`config.mk`:
```
export PLATFORM = sky130hd
export DESIGN_NAME = add_operand_feeder_flat
export DESIGN_NICKNAME = d
export VERILOG_FILES = /design/src/rtl/add_operand_feeder_if.sv /design/src/rtl/add_operand_feeder.sv /design/src/flat_wrapper.sv
export SDC_FILE = /design/constraint.sdc
export NUM_CORES = 1
export LEC_CHECK = 0
export ABC_CLOCK_PERIOD_IN_PS = 2230
export CELL_PAD_IN_SITES_DETAIL_PLACEMENT = 0
export CELL_PAD_IN_SITES_GLOBAL_PLACEMENT = 2
export CORE_ASPECT_RATIO = 0.8
export CORE_MARGIN = 2
export CORE_UTILIZATION = 31
export CTS_BUF_LIST = sky130_fd_sc_hd__clkbuf_8
export DETAILED_ROUTE_END_ITERATION = 6
export GPL_TIMING_DRIVEN = 0
export PLACE_DENSITY = 0.88
export SETUP_SLACK_MARGIN = 0.15
export SLEW_MARGIN = 5
export SYNTH_ARGS = -nofsm -noshare
export SYNTH_HDL_FRONTEND = slang
export SYNTH_SLANG_ARGS = --single-unit
export TNS_END_PERCENT = 5
```
`constraint.sdc`:
```
create_clock -name clock -period 2.23 [get_ports clock]
set_input_delay 0.3345 -clock clock [delete_from_list [all_inputs] [get_ports clock]]
set_output_delay 0.3345 -clock clock [all_outputs]
set_load 0.005 [all_outputs]
```
`src/rtl/add_operand_feeder_if.sv`:
```
// Operand/result bundle between the operand feeder, its stream neighbours and the delayed adder.
// The slave modport is the feeder; the master modport is the surrounding environment.
interface add_operand_feeder_if #(
  parameter int unsigned numberOfBits = 8,
  parameter int unsigned counterWidth = 4
);
  logic [numberOfBits-1:0] inData;
  logic                    inValid;
  logic                    inReady;
  logic [numberOfBits-1:0] leftInput;
  logic [numberOfBits-1:0] rightInput;
  logic [numberOfBits-1:0] sumIn;
  logic [numberOfBits-1:0] outData;
  logic                    outValid;
  logic                    outReady;
  logic                    busy;
  logic [counterWidth-1:0] pairCount;

  modport slave (
    input  inData, inValid, sumIn, outReady,
    output inReady, leftInput, rightInput, outData, outValid, busy, pairCount
  );

  modport master (
    output inData, inValid, sumIn, outReady,
    input  inReady, leftInput, rightInput, outData, outValid, busy, pairCount
  );
endinterface

```
`src/rtl/add_operand_feeder.sv`:
```
// Pairs a byte stream into adder operands, holds them stable, waits a settle time,
// then captures the adder result and offers it on a valid/ready output.
module add_operand_feeder #(
  parameter int unsigned numberOfBits = 8,
  parameter int unsigned settleCycles = 2,
  parameter int unsigned counterWidth = 4
) (
  input  logic                 clock,
  input  logic                 resetN,
  add_operand_feeder_if.slave  bus
);

  // A settle time of zero still needs one edge before the capture.
  localparam int unsigned settleEdges = (settleCycles == 0) ? 1 : settleCycles;
  localparam int unsigned settleLast  = settleEdges - 1;
  localparam int unsigned settleWidth = (settleLast > 0) ? $clog2(settleLast + 1) : 1;

  typedef enum logic [1:0] {
    WAIT_LEFT,
    WAIT_RIGHT,
    SETTLE,
    PRESENT
  } stateType;

  stateType               state;
  logic [settleWidth-1:0] settleCounter;
  logic                   inTransfer;
  logic                   outTransfer;

  assign bus.inReady = (state == WAIT_LEFT) || (state == WAIT_RIGHT);
  assign bus.busy    = (state != WAIT_LEFT);
  assign inTransfer  = bus.inValid && bus.inReady;
  assign outTransfer = bus.outValid && bus.outReady;

  always_ff @(posedge clock or negedge resetN) begin
    if (!resetN) begin
      state          <= WAIT_LEFT;
      bus.leftInput  <= '0;
      bus.rightInput <= '0;
      bus.outData    <= '0;
      bus.outValid   <= 1'b0;
      bus.pairCount  <= '0;
      settleCounter  <= '0;
    end else begin
      case (state)
        WAIT_LEFT: begin
          if (inTransfer) begin
            bus.leftInput <= bus.inData;
            state         <= WAIT_RIGHT;
          end
        end
        WAIT_RIGHT: begin
          if (inTransfer) begin
            bus.rightInput <= bus.inData;
            settleCounter  <= settleWidth'(settleLast);
            state          <= SETTLE;
          end
        end
        SETTLE: begin
          if (settleCounter != '0) begin
            settleCounter <= settleCounter - settleWidth'(1);
          end else begin
            bus.outData  <= bus.sumIn;
            bus.outValid <= 1'b1;
            state        <= PRESENT;
          end
        end
        PRESENT: begin
          // Operands stay on the adder until the result has been taken.
          if (outTransfer) begin
            bus.outValid  <= 1'b0;
            bus.pairCount <= bus.pairCount + counterWidth'(1);
            state         <= WAIT_LEFT;
          end
        end
        default: state <= WAIT_LEFT;
      endcase
    end
  end

endmodule

```
`src/flat_wrapper.sv`:
```
// flat-port wrapper written by rule: the top's interface ports become plain ports
module add_operand_feeder_flat 
#(
  parameter int unsigned numberOfBits = 8,
  parameter int unsigned settleCycles = 2,
  parameter int unsigned counterWidth = 4
)
  (clock, resetN, bus_inData, bus_inValid, bus_sumIn, bus_outReady, bus_inReady, bus_leftInput, bus_rightInput, bus_outData, bus_outValid, bus_busy, bus_pairCount);
  add_operand_feeder_if #(.numberOfBits(numberOfBits), .counterWidth(counterWidth)) bus_i ();
  input  logic clock;
  input  logic resetN;
  input wire logic [$bits(bus_i.inData)-1:0] bus_inData;
  input wire logic [$bits(bus_i.inValid)-1:0] bus_inValid;
  input wire logic [$bits(bus_i.sumIn)-1:0] bus_sumIn;
  input wire logic [$bits(bus_i.outReady)-1:0] bus_outReady;
  output wire logic [$bits(bus_i.inReady)-1:0] bus_inReady;
  output wire logic [$bits(bus_i.leftInput)-1:0] bus_leftInput;
  output wire logic [$bits(bus_i.rightInput)-1:0] bus_rightInput;
  output wire logic [$bits(bus_i.outData)-1:0] bus_outData;
  output wire logic [$bits(bus_i.outValid)-1:0] bus_outValid;
  output wire logic [$bits(bus_i.busy)-1:0] bus_busy;
  output wire logic [$bits(bus_i.pairCount)-1:0] bus_pairCount;
  assign bus_i.inData = bus_inData;
  assign bus_i.inValid = bus_inValid;
  assign bus_i.sumIn = bus_sumIn;
  assign bus_i.outReady = bus_outReady;
  assign bus_inReady = bus_i.inReady;
  assign bus_leftInput = bus_i.leftInput;
  assign bus_rightInput = bus_i.rightInput;
  assign bus_outData = bus_i.outData;
  assign bus_outValid = bus_i.outValid;
  assign bus_busy = bus_i.busy;
  assign bus_pairCount = bus_i.pairCount;
  add_operand_feeder #(.numberOfBits(numberOfBits), .settleCycles(settleCycles), .counterWidth(counterWidth)) u_core (.clock(clock), .resetN(resetN), .bus(bus_i));
endmodule
```
==> results.sh <==
export IMPL_clock_tree_from_tritoncts="built"
export IMPL_worst_r2r_startpoint="u_core.state[0]$_DFFE_PN0P_"
export IMPL_cts_buffers_inserted=5
export IMPL_drt_wl_total_mm=2.697
export IMPL_critPathMostFrequentCell="sky130_fd_sc_hd__inv_1"
export IMPL_grt_start_max_net_pins=33
export IMPL_groute_layer_met3_usage_pct=5.347
export IMPL_cp_arrival_ns=1.63
export IMPL_globalRoute_busiestLayer="met2"
export IMPL_clock_sinks=32
export IMPL_synthesis_nets=119
export IMPL_timing_critical_path_max_delay_family="buffers and inverters"
export IMPL_syn2layout_area_growth_pct=50.05
export IMPL_worst_setup_path_start_kind="flip-flop"
export IMPL_gp_routability_congestion=0.7558
export IMPL_setup_viol=0
export IMPL_seq_power_share_pct=37.2
export IMPL_antenna_violating_nets_post_route=0
export IMPL_yosysWarningCount=0
export IMPL_synthesis_area_per_instance_um2=14.41
export IMPL_p_switching_w=0.0008094
export IMPL_yosys_register_bits=32
export IMPL_gr_usage_met2_pct=19.57
export IMPL_num_vias=921
export IMPL_number_of_hold_violations_in_the_final_report=0
export IMPL_crit_start="u_core.state[1]$_DFFE_PN0P_"
export IMPL_dp_hpwl_mm=2.034
export IMPL_crit_path_end="bus_inReady"
export IMPL_grt_antenna_before_repair=0
export IMPL_crit_fanout=4
export IMPL_pwr_density_cell_mw_per_mm2=1419
export IMPL_reg2reg_to="u_core.bus.outData[0]$_DFFE_PN0P_"
export IMPL_grt_overflow=0
export IMPL_route_detailed_vias_per_inst=4.449
export IMPL_wl_per_cell_um=13.03
export IMPL_grt_usage_pct=11.80
export IMPL_worstRegToRegCells=5
export IMPL_initial_utilization_pct=32.08
export IMPL_finalCritPeriodShare_pct=88.28
export IMPL_synthCells=93
export IMPL_cts_root_buf="sky130_fd_sc_hd__clkbuf_8"
export IMPL_internal_power_w=0.002043
export IMPL_outcome="finished, final reports clean"
export IMPL_max_freq_mhz=508.0
export IMPL_min_path_type="input pin to asynchronous set/reset pin"
export IMPL_power_leakage_nw=0.8512
export IMPL_worst_path_cell_trace="inv_1 > ha_2 > nor2_2 > inv_1 > clkdlybuf4s50_1"
export IMPL_vdd_drop_max_v=0.0006046
export IMPL_clockPowerShare_pct=16.1
export IMPL_fp_dieH_um=62.81
export IMPL_antennaDiodeCount=0
export IMPL_layout_cells_excl_fill=207
export IMPL_rows=21
export IMPL_netlist_area_mm2=0.001340
export IMPL_totalNegativeSetupSlack_ns=0
export IMPL_clock_skew_ns=0.005787
export IMPL_timing_slew_headroom_pct=52.55
export IMPL_groute_layer_met1_usage_pct=13.24
export IMPL_synth_cell_types=22
export IMPL_share_of_final_layout_standard_cells_stronger_than_drive_strength_1_pct=26.67
export IMPL_final_min_clock_period_ns=1.969
export IMPL_timing_max_cap_violations=0
export IMPL_tightestPinTransition_ns=0.7118
export IMPL_clock_path_buffers=2
export IMPL_slowest_delay_ns=0.48
export IMPL_design_final_nets=176
export IMPL_port_buffers=50
export IMPL_post_place_cells=200
export IMPL_route_detailed_drc=0
export IMPL_share_of_power_burned_in_combinational_logic_pct=46.7
export IMPL_insertion_delay_ns=0.27
export IMPL_detailedRoute_firstIterationViolations=44
export IMPL_cpMaxStageDelayCell="sky130_fd_sc_hd__clkdlybuf4s50_1"
export IMPL_switching_share_pct=28.38
export IMPL_synth_sequential_area_ratio_pct=59.76
export IMPL_die_x_um=77.51
export IMPL_cp_required_ns=1.90
export IMPL_io_pins=51
export IMPL_clkSlewWorstSetupHoldPaths_ns=0.06
export IMPL_grt_pass1_vias=938
export IMPL_final_max_slew_viol_count=0
export IMPL_grt_pass1_wl_mm=4.381
export IMPL_n_fill_cell=377
export IMPL_crit_path_end_kind="output pin"
export IMPL_drtPass1Iterations=3
export IMPL_worstPathBufferInverterCount=3
export IMPL_timing_reg2reg_setup_slack_ns=0.64
export IMPL_cts_htree_levels=2
export IMPL_die_area_mm2=0.004868
export IMPL_worst_path_stages=5
export IMPL_unrepaired_setup_endpoints_after_global_routing="no"
export IMPL_floorplan_core_area_mm2=0.004178
export IMPL_worst_setup_path_type="flip-flop to output pin"
==> cell usage in the layout (no fill, tap or decap), drive strengths merged <==
| cell | count |
|---|---|
| clkdlybuf4s50 | 49 |
| dfrtp | 32 |
| mux2 | 25 |
| clkbuf | 7 |
| nand2 | 6 |
| ha | 6 |
| inv | 4 |
| o21ai | 3 |
| nand3 | 2 |
| xnor2 | 2 |
| nor2 | 2 |
| buf | 2 |
| nand4 | 1 |
| nor2b | 1 |
| a21bo | 1 |
| o211a | 1 |
| o32a | 1 |
| a22o | 1 |
| a21oi | 1 |
| nand3b | 1 |
| xor2 | 1 |
| o22ai | 1 |
==> cell usage after synthesis, drive strengths merged <==
master  count  area share (%)
a21bo       1            0.75
a21oi       1            0.37
a22o        1            0.65
buf         1            0.84
dfrtp      32              60
ha          6             5.6
inv         4             1.1
mux2       25              21
nand2       6             2.1
nand3       2            0.75
nand3b      1            0.56
nand4       1            0.47
nor2        2            0.56
nor2b       1            0.47
o211a       1            0.75
o21ai       3             1.1
o22ai       1            0.47
o32a        1            0.75
xnor2       2             1.3
xor2        1            0.65
==> area by class of cell <==
class / count / area, µm² / area share, %
plain buffers: 1 / 11.26 / 0.5600
clock buffers: 7 / 96.34 / 4.792
inverters: 4 / 15.01 / 0.7467
multi-input cells: 56 / 520.5 / 25.89
flip-flops and latches: 32 / 800.8 / 39.83
well taps: 57 / 71.32 / 3.547
repair buffers: 50 / 495.5 / 24.64
==> flip-flops by register name, summed over array words and instances, names as in the netlist <==
| signal | flops |
|---|---|
| u_core.bus.pairCount | 4 |
| u_core.bus.outData | 8 |
| u_core.bus.rightInput | 8 |
| u_core.state | 2 |
| u_core.bus.leftInput | 8 |
| u_core.settleCounter | 1 |
| u_core.bus.outValid | 1 |
==> logic make-up after synthesis <==
family          Yosys count  synth area share, %
compound gates            9                4.855
xor+xnor                  3                1.961
fa+ha+maj                 6                5.602
buf+inv                   5                1.960
flops                    32                59.76
mux                      25                21.01
simple gates             13                4.856
==> worst min-delay path by stage <==
stage                                              from                                  end  slack (ns)  depth (start not counted)
detailed placement                               resetN  u_core.bus.pairCount[3]$_DFFE_PN0P_        0.43                          1
CTS                                              resetN  u_core.bus.pairCount[3]$_DFFE_PN0P_        0.13                          1
floorplan                                        resetN  u_core.bus.leftInput[0]$_DFFE_PN0P_        0.04                          0
global placement    u_core.bus.pairCount[3]$_DFFE_PN0P_  u_core.bus.pairCount[3]$_DFFE_PN0P_        0.46                          1
global route                                     resetN  u_core.bus.pairCount[3]$_DFFE_PN0P_        0.16                          1
finish                                           resetN  u_core.bus.pairCount[3]$_DFFE_PN0P_        0.11                          1
==> per-layer routing <==
metal | wire [µm] | share of wire (%) | up-vias
met5 | 0 | 0 | -
met4 | 23 | 0.85 | 0
met3 | 191 | 7.1 | 2
met2 | 1364 | 51 | 28
met1 | 1118 | 41 | 453
li1 | - | - | 438
==> power groups by stage <==
| stage | Clock (W) | Combinational, W | Sequential, W |
|---|---|---|---|
| 6_report | 0.000459 | 0.00133 | 0.00106 |
| 5_1_grt | 0.000509 | 0.00146 | 0.00110 |
| 4_1_cts | 0.000478 | 0.00134 | 0.00107 |
| 3_5_place_dp | 0 | 0.00134 | 0.00108 |
| 3_3_place_gp | 0 | 0.00131 | 0.00106 |
| 2_1_floorplan | 0 | 0.000578 | 0.00108 |
==> metrics by stage <==
stage	worst slack (ns)	area, µm²	hold slack (ns)	power, W	util, %
finish	0.2614	2011	0.1112	0.002852	48.13
CTS	0.1787	2003	0.1349	0.002888	47.95
detailed placement	0.4774	1907	0.4322	0.002416	45.64
floorplan	0.7966	1340	0.03891	0.001656	-
global route	0.1573	2011	0.1593	0.003067	48.13
global placement	0.2790	1912	0.4573	0.002363	45.76
==> what timing repair did <==
item                       4_1_cts  5_1_grt
resized for setup                0        3
setup endpoints to repair        0        1
hold buffers                     0        0
buffers inserted                 0        0
Note: power is estimated with default switching activity, not from simulation.
